$ cat src/rtl/wasm_pkg.sv
// Shared WebAssembly memory-unit types: memory op encodings, trap codes,
// LSU state encoding and small op-classification helpers.
package wasm_pkg;

    typedef enum logic [3:0] {
        LOAD_I32           = 4'd0,
        LOAD_I64           = 4'd1,
        LOAD_I8_S          = 4'd2,
        LOAD_I8_U          = 4'd3,
        LOAD_I16_S         = 4'd4,
        LOAD_I16_U         = 4'd5,
        LOAD_I32_S         = 4'd6,
        LOAD_I32_U         = 4'd7,
        STORE_I8           = 4'd8,
        STORE_I16          = 4'd9,
        STORE_I32          = 4'd10,
        STORE_I32_FROM_I64 = 4'd11,
        STORE_I64          = 4'd12,
        MEM_SIZE           = 4'd13,
        MEM_GROW           = 4'd14
    } mem_op_t;

    typedef enum logic [1:0] {
        TRAP_NONE          = 2'd0,
        TRAP_OUT_OF_BOUNDS = 2'd1,
        TRAP_UNALIGNED     = 2'd2
    } trap_t;

    typedef enum logic [2:0] {
        IDLE    = 3'd0,
        RD      = 3'd1,
        WR      = 3'd2,
        WR_WAIT = 3'd3,
        RESP    = 3'd4
    } lsu_state_t;

    function automatic logic is_load_op(input mem_op_t op);
        return op inside {LOAD_I32, LOAD_I64, LOAD_I8_S, LOAD_I8_U,
                          LOAD_I16_S, LOAD_I16_U, LOAD_I32_S, LOAD_I32_U};
    endfunction

    function automatic logic is_store_op(input mem_op_t op);
        return op inside {STORE_I8, STORE_I16, STORE_I32, STORE_I32_FROM_I64, STORE_I64};
    endfunction

    function automatic logic [31:0] sat_inc(input logic [31:0] v);
        return (v == 32'hFFFF_FFFF) ? v : v + 32'd1;
    endfunction

endpackage

$ cat src/rtl/wasm_lsu.sv
// Load/store unit: one memory instruction at a time, bounds check on the
// 33-bit effective address, single-cycle memory port access, held response.
module wasm_lsu
    import wasm_pkg::*;
(
    input  logic        clk,
    input  logic        rst_n,
    input  logic        req_valid,
    output logic        req_ready,
    input  mem_op_t     req_op,
    input  logic [31:0] req_base,
    input  logic [31:0] req_offset,
    input  logic [63:0] req_wdata,
    output logic        rsp_valid,
    input  logic        rsp_ready,
    output logic [63:0] rsp_data,
    output trap_t       rsp_trap,
    output logic        mem_rd_en,
    output logic [31:0] mem_rd_addr,
    output mem_op_t     mem_rd_op,
    input  logic [63:0] mem_rd_data,
    input  logic        mem_rd_valid,
    output logic        mem_wr_en,
    output logic [31:0] mem_wr_addr,
    output mem_op_t     mem_wr_op,
    output logic [63:0] mem_wr_data,
    input  logic        mem_wr_valid,
    input  trap_t       mem_trap,
    output logic [31:0] cnt_load,
    output logic [31:0] cnt_store,
    output logic [31:0] cnt_trap,
    output lsu_state_t  fsm_state
);

    // Handshakes: a transfer happens on a clock edge where valid and ready are
    // both high; valid holds its payload stable until that edge.
    lsu_state_t  state, state_d;
    mem_op_t     op_q;
    logic [31:0] addr_q;
    logic [63:0] wdata_q;
    logic [63:0] data_q;
    trap_t       trap_q;
    logic [32:0] ea;
    logic        accept;
    logic        rsp_done;

    assign ea        = {1'b0, req_base} + {1'b0, req_offset};
    assign accept    = req_valid && req_ready;
    assign rsp_done  = rsp_valid && rsp_ready;
    assign fsm_state = state;

    always_ff @(posedge clk or negedge rst_n) begin
        if (!rst_n) state <= IDLE;
        else        state <= state_d;
    end

    always_comb begin
        state_d   = state;
        req_ready = 1'b0;
        rsp_valid = 1'b0;
        mem_rd_en = 1'b0;
        mem_wr_en = 1'b0;
        unique case (state)
            IDLE: begin
                // Held low while reset is asserted even though state reads IDLE.
                req_ready = rst_n;
                if (req_valid && rst_n) begin
                    if (ea[32])                state_d = RESP;
                    else if (is_load_op(req_op))  state_d = RD;
                    else if (is_store_op(req_op)) state_d = WR;
                    else                       state_d = RESP;
                end
            end
            RD: begin
                mem_rd_en = 1'b1;
                state_d   = RESP;
            end
            WR: begin
                mem_wr_en = 1'b1;
                state_d   = (mem_trap != TRAP_NONE) ? RESP : WR_WAIT;
            end
            WR_WAIT: if (mem_wr_valid) state_d = RESP;
            RESP: begin
                rsp_valid = 1'b1;
                if (rsp_ready) state_d = IDLE;
            end
            default: state_d = IDLE;
        endcase
    end

    always_ff @(posedge clk or negedge rst_n) begin
        if (!rst_n) begin
            op_q      <= LOAD_I32;
            addr_q    <= '0;
            wdata_q   <= '0;
            data_q    <= '0;
            trap_q    <= TRAP_NONE;
            cnt_load  <= '0;
            cnt_store <= '0;
            cnt_trap  <= '0;
        end else begin
            if (accept) begin
                op_q    <= req_op;
                addr_q  <= ea[31:0];
                wdata_q <= req_wdata;
                data_q  <= '0;
                trap_q  <= ea[32] ? TRAP_OUT_OF_BOUNDS : TRAP_NONE;
            end
            if (state == RD) begin
                data_q <= mem_rd_valid ? mem_rd_data : 64'd0;
                trap_q <= mem_rd_valid ? TRAP_NONE : mem_trap;
            end
            if (state == WR) trap_q <= mem_trap;
            if (rsp_done) begin
                if (trap_q != TRAP_NONE)  cnt_trap  <= sat_inc(cnt_trap);
                else if (is_load_op(op_q))  cnt_load  <= sat_inc(cnt_load);
                else if (is_store_op(op_q)) cnt_store <= sat_inc(cnt_store);
            end
        end
    end

    assign rsp_data    = data_q;
    assign rsp_trap    = trap_q;
    assign mem_rd_addr = addr_q;
    assign mem_rd_op   = op_q;
    assign mem_wr_addr = addr_q;
    assign mem_wr_op   = op_q;
    assign mem_wr_data = wdata_q;

endmodule

$ cat config.mk
export PLATFORM = sky130hd
export DESIGN_NAME = wasm_lsu
export DESIGN_NICKNAME = d
export VERILOG_FILES = /design/src/rtl/wasm_pkg.sv /design/src/rtl/wasm_lsu.sv
export SDC_FILE = /design/constraint.sdc
export NUM_CORES = 1
export LEC_CHECK = 0
export BUFFER_PORTS_ARGS = -buffer_cell sky130_fd_sc_hd__buf_4
export CORE_AREA = 2 2 197 199
export CTS_BUF_LIST = sky130_fd_sc_hd__clkbuf_4 sky130_fd_sc_hd__clkbuf_8
export DETAILED_ROUTE_END_ITERATION = 6
export DIE_AREA = 0 0 199 201
export PLACE_DENSITY = 0.71
export SYNTH_ARGS = -nofsm -noshare
export SYNTH_HDL_FRONTEND = slang
export SYNTH_SLANG_ARGS = --single-unit
$ cat constraint.sdc
create_clock -name clk -period 7 [get_ports clk]
set_input_delay 0.35 -clock clk [delete_from_list [all_inputs] [get_ports clk]]
set_output_delay 0.35 -clock clk [all_outputs]
set_load 0.1 [all_outputs]
# After elaboration in Yosys (flattened, before gate mapping)
# Cells that the tools add are included.
[classes] n_reduce_logical=18 bitwise_logic=5 add_sub_neg=4 eq_ne=34 mux=20
[ops] op="$mux W64" count=3
[ops] op="$add A32 B1 Y32 const B" count=3
[ops] op="$eq A32 B32 Y1 const B" count=3
[ops] op="$eq A4 B4 Y1 const B" count=10
[ops] op="$add A32 B32 Y33" count=1
[ops] op="$eq A4 B3 Y1 const B" count=8
[ops] op="$mux W3" count=7
[ops] op="$eq A4 B2 Y1 const B" count=4
[ops] op="$reduce_bool A8 Y1" count=2
[ops] op="$pmux W3 S5" count=1
[ops] op="$reduce_bool A5 Y1" count=2
[ops] op="$eq A4 B1 Y1 const B" count=2
[ops] op="$logic_not A4 Y1" count=2
[ops] op="$mux W2" count=4
[ops] op="$eq A3 B2 Y1 const B" count=2
[ops] op="$ne A2 B2 Y1 const B" count=3
[ops] op="$reduce_and A3 Y1" count=2
[ops] op="$reduce_bool A2 Y1" count=3
[ops] op="$mux W1" count=5
[ops] op="$not A1 Y1" count=5
[ops] op="$reduce_and A5 Y1" count=1
[ops] op="$reduce_and A4 Y1" count=1
[ops] op="$eq A3 B1 Y1 const B" count=1
[ops] op="$eq A3 B3 Y1 const B" count=1
[ops] op="other kinds (3)" count=5
[totals] word_cells=90 output_inout_bits=305 regBits=265 inputBits=204

# Longest topological paths before layout
[logic_depth] depth_word=7 mapped_depth=9 depth_no_buf=8

# Worst setup path before layout
# OpenSTA, ideal clock, no wires.
[synth_timing] path_kind="flip-flop to flip-flop" from="register state[0] (netlist: fsm_state[0])" to="register addr_q[26] (netlist: mem_rd_addr[26])" synth_period_minus_slack_ps=5881 required_time_ps=6869 setup_time_ps=131 n_path_buf=2 slack_ps=1119 t_arrival_ps=5751 stages_incl_launch_ff=7 cell_sequence="dfrtp_1 clkbuf_1 nor4b_1 nand2_1 clkbuf_1 a221oi_1 nand3_1"
[synth_between] elab_chain_cells=3
[synth_rtl] element="start: declaration" line_no="wasm_lsu.sv:37" text="lsu_state_t state, state_d;"
[synth_rtl] element="start signal: assignment" line_no="wasm_lsu.sv:54" text="else state <= state_d;"
[synth_rtl] element="$logic_not A3 Y1" line_no="wasm_lsu.sv:63" text="unique case (state)"
[synth_rtl] element="$mux W1" line_no="wasm_lsu.sv:63"
[synth_rtl] element="net req_ready" line_no="wasm_lsu.sv:9" text="output logic req_ready,"
[synth_rtl] element="$logic_and A1 B1 Y1" line_no="wasm_lsu.sv:48" text="assign accept = req_valid && req_ready;"
[synth_rtl] element="end signal: assignment" line_no="wasm_lsu.sv:104" text="addr_q <= ea[31:0];"
[synth_rtl] element="end: declaration" line_no="wasm_lsu.sv:39" text="logic [31:0] addr_q;"
# The timed path passes the listed nets, and every way through them passes these cells.
# A chain may end at the register's enable or synchronous reset.

# Worst setup path after layout
[layout_timing] from="input port rst_n" to="register addr_q[27] (netlist: mem_rd_addr[27])"
[layout_between] elab_chain_cells=2
[layout_rtl] element="start: declaration" line_no="wasm_lsu.sv:7" text="input logic rst_n,"
[layout_rtl] element="$mux W1" line_no="wasm_lsu.sv:63"
[layout_rtl] element="$logic_and A1 B1 Y1" line_no="wasm_lsu.sv:48"
# No other way between the ends.

==> reports/results.ini <==
[grt]
grt_overflow_total=0
grt_max_degree=96
grt_pass1_wl_mm=69.5
antenna_found_initial=0
grt_pass1_vias=12791
grt_usage=0.221

[timing]
tightest_slew_ns=1.09
slew_headroom=0.262
final_max_slew_viol_count=0
min_period_over_period=0.489
period_needed_ns=3.42
clock_skew_ns=0.0311
fmax_ghz=0.292
rsz0062_at_grt=false
final_hold_viol_count=0
final.setup.tns_ns=0
setup_violations=0

[cts]
ctsResizeCount=0
path_clk_slew_ns=0.06
cts_tree=done
insertion_delay_ns=0.61
cts.sinks=265
cts-buffers-inserted=47
h-tree-depth=2
ctsHoldBuffers=136
cts_setup_buffers=0
clock_path_buffers=3
ctsRootBufferMaster=clkbuf_8

[setup_path]
cp_slowest_stage_delay_ns=0.70
path_cells=dlygate4sd3_1 -> buf_8 -> nor4b_1 -> nand2_4 -> buf_4 -> or4_1 -> nand3_1
crit_family=simple AND/OR/NAND/NOR gates
arrival_ns=3.93
slowest_stage=nor4b_1
r2r-end=mem_rd_addr[27]$_DFFE_PN0P_
r2r_cells=5
rrSetupSlack_ns=3.93
crit_path_max_fanout=95
reg2reg_from=fsm_state[0]$_DFFE_PN0P_
worstPathRequired_ns=7.51
path_class=input pin to flop
endpoint_kind=flop
critPathBufInv=3
crit_path_start_kind=input pin

[die]
core_area_mm2=0.0381
rows=72
fp.dieW_um=199
dieArea_mm2=0.0400
ios=509
die_height_um=201
initial_utilization=0.338

[finish]
area_delta_synth_final_pct=50.2
drive_above_1_share=0.311
nets=2173
n_fill_cell=3335
diodes=0

[outcome]
outcome=completed

[yosys]
netlist.area_leader.share=0.515
yosys.area_share.simple=0.201
synthArstFlopShare=1.00
synth_top_cell_by_area=dfrtp_1
synthMuxAreaShare=0.00340
syn_nets=1565
yosys_warnings=0
synth_seq_cells=265
synth_area_per_cell_um2=9.72
synth_xor_area_frac=0.0741
synth_cells=1325
ys_seq_area_frac=0.515
synth_edf_count=0
synth_ff_type=dfrtp_1
synth-compound-area-share=0.127
synth.distinct_cells=64
synth_top_family_by_area=simple AND/OR/NAND/NOR gates
synth_area_leaders=dfrtp_1 51%, nand2_1 9.2%, xnor2_1 5.6%
synth_adder_area_share=0.0356
syn_area_mm2=0.0129

[drt]
routedWlPerCell_um=18.0
initialDrtViolationCount=726
viasPerCell=5.05
vias=12544
totalWireLength_mm=44.6
drc=0
drtPass1Iterations=5
antenna_left=0

[placed_design]
gp_congestion=0.909
numPortBuffers=508
dp_hpwl_mm=30.9

[worst_hold_path]
min-delay-start=req_offset[0]
hold_end=mem_rd_addr[0]$_DFFE_PN0P_
min_path_cells=4
hold_path_class=input pin to flop

[power_and_ir_drop]
ir_drop_uv=351
power_density_mw_per_mm2=389
cellLeakagePower_nw=9.65
p_total_mw=7.53

[run]
cap_viol_max_count=0

## worst min-delay path, delay by kind of cell
kind | cells | cell delay [ns]
adders and majority gates | 1 | 0.12
and+or+nand+nor | 2 | 0.10
buffers and inverters | 1 | 0.08
## cells by family after synthesis
family          after synthesis
fa+ha+maj                    36
mux                           4
buf+inv                     112
flops                       265
compound gates              234
xor+xnor                    109
simple gates                565
## power breakdown
| part | internal (mW) | switching [mW] | total, mW |
|---|---|---|---|
| logic | 0.756 | 3.10 | 3.85 |
| registers | 1.79 | 0.233 | 2.02 |
| clock network | 0.963 | 0.688 | 1.65 |
## stage by stage
stage / hold slack (ns) / worst slack [ns] / instance area [µm²] / instances / util
3_5_place_dp: 0.403 / 3.55 / 16900 / 2266 / 0.444
5_1_grt: 0.0740 / 3.24 / 19300 / 2483 / 0.508
2_1_floorplan: 0.0544 / 1.12 / 12900 / 1325 / -
3_3_place_gp: 0.405 / 3.61 / 16900 / 2266 / 0.444
6_report: 0.0928 / 3.58 / 19300 / 2483 / 0.508
4_1_cts: 0.0223 / 3.62 / 19300 / 2483 / 0.508
## layout make-up
| cell class | count | area (µm²) | share of cell area |
|---|---|---|---|
| clock buffer | 65 | 838 | 0.0433 |
| sequential | 265 | 6630 | 0.343 |
| timing repair buffer | 650 | 5230 | 0.270 |
| clock inverter | 16 | 228 | 0.0118 |
| tap | 518 | 648 | 0.0335 |
| inverter | 21 | 78.8 | 0.00407 |
| multi-input combinational | 948 | 5700 | 0.294 |
## cell usage after synthesis (3+ instances only)
cell type	instances
or4_1	3
ha_1	35
buf_1	5
nand3_1	45
nand2_1	316
a22o_1	64
nor3_1	30
a221oi_1	3
a21boi_0	3
o31ai_1	7
o21a_1	11
mux2_2	3
and3_1	22
and4_1	6
a211oi_1	6
o21ai_0	45
buf_4	36
nor2_1	49
and2_1	10
o211ai_1	10
clkbuf_1	47
nor2b_1	4
a31oi_1	4
a31o_2	3
dfrtp_1	265
or3_1	7
xor2_1	27
nand4_1	42
or2_2	4
nor4_1	11
a22oi_1	5
a21o_1	7
a21oi_1	47
inv_1	21
xnor2_1	82
nand2b_1	3
## sequential cells by signal, summed over array words and instances, names as in the netlist
signal	count
cnt_load	32
rsp_data	64
mem_wr_data	64
cnt_trap	32
rsp_trap	2
mem_rd_addr	32
mem_rd_op	4
fsm_state	3
cnt_store	32
## how the worst max path moves through the flow
stage	end	start	slack (ns)	cells past startpoint
finish	mem_rd_addr[27]$_DFFE_PN0P_	rst_n	3.58	7
floorplan	mem_rd_addr[26]$_DFFE_PN0P_	fsm_state[0]$_DFFE_PN0P_	1.12	6
global route	mem_rd_addr[27]$_DFFE_PN0P_	rst_n	3.24	7
detailed placement	mem_rd_addr[27]$_DFFE_PN0P_	rst_n	3.55	6
CTS	mem_rd_addr[27]$_DFFE_PN0P_	rst_n	3.62	7
global placement	mem_rd_addr[27]$_DFFE_PN0P_	rst_n	3.61	6
## routing by layer
| metal | up-vias | track usage | share of wire |
|---|---|---|---|
| li1 | 5816 | - | - |
| met1 | 6037 | 0.270 | 0.40 |
| met2 | 569 | 0.363 | 0.47 |
| met3 | 122 | 0.0558 | 0.084 |
| met4 | 0 | 0.110 | 0.045 |
| met5 | - | 0 | 0 |
## layout by cell type, fill, tap and decap left out, drive strengths merged, types with 27 or more instances in the layout
cell type / count
a21oi: 48
nor3: 30
dfrtp: 265
dlygate4sd3: 136
a22o: 64
xnor2: 82
nand2: 316
nor2: 49
nand3: 45
clkbuf: 65
nand4: 42
buf: 514
xor2: 27
o21ai: 45
ha: 35
(Power assumes the default switching activity.)
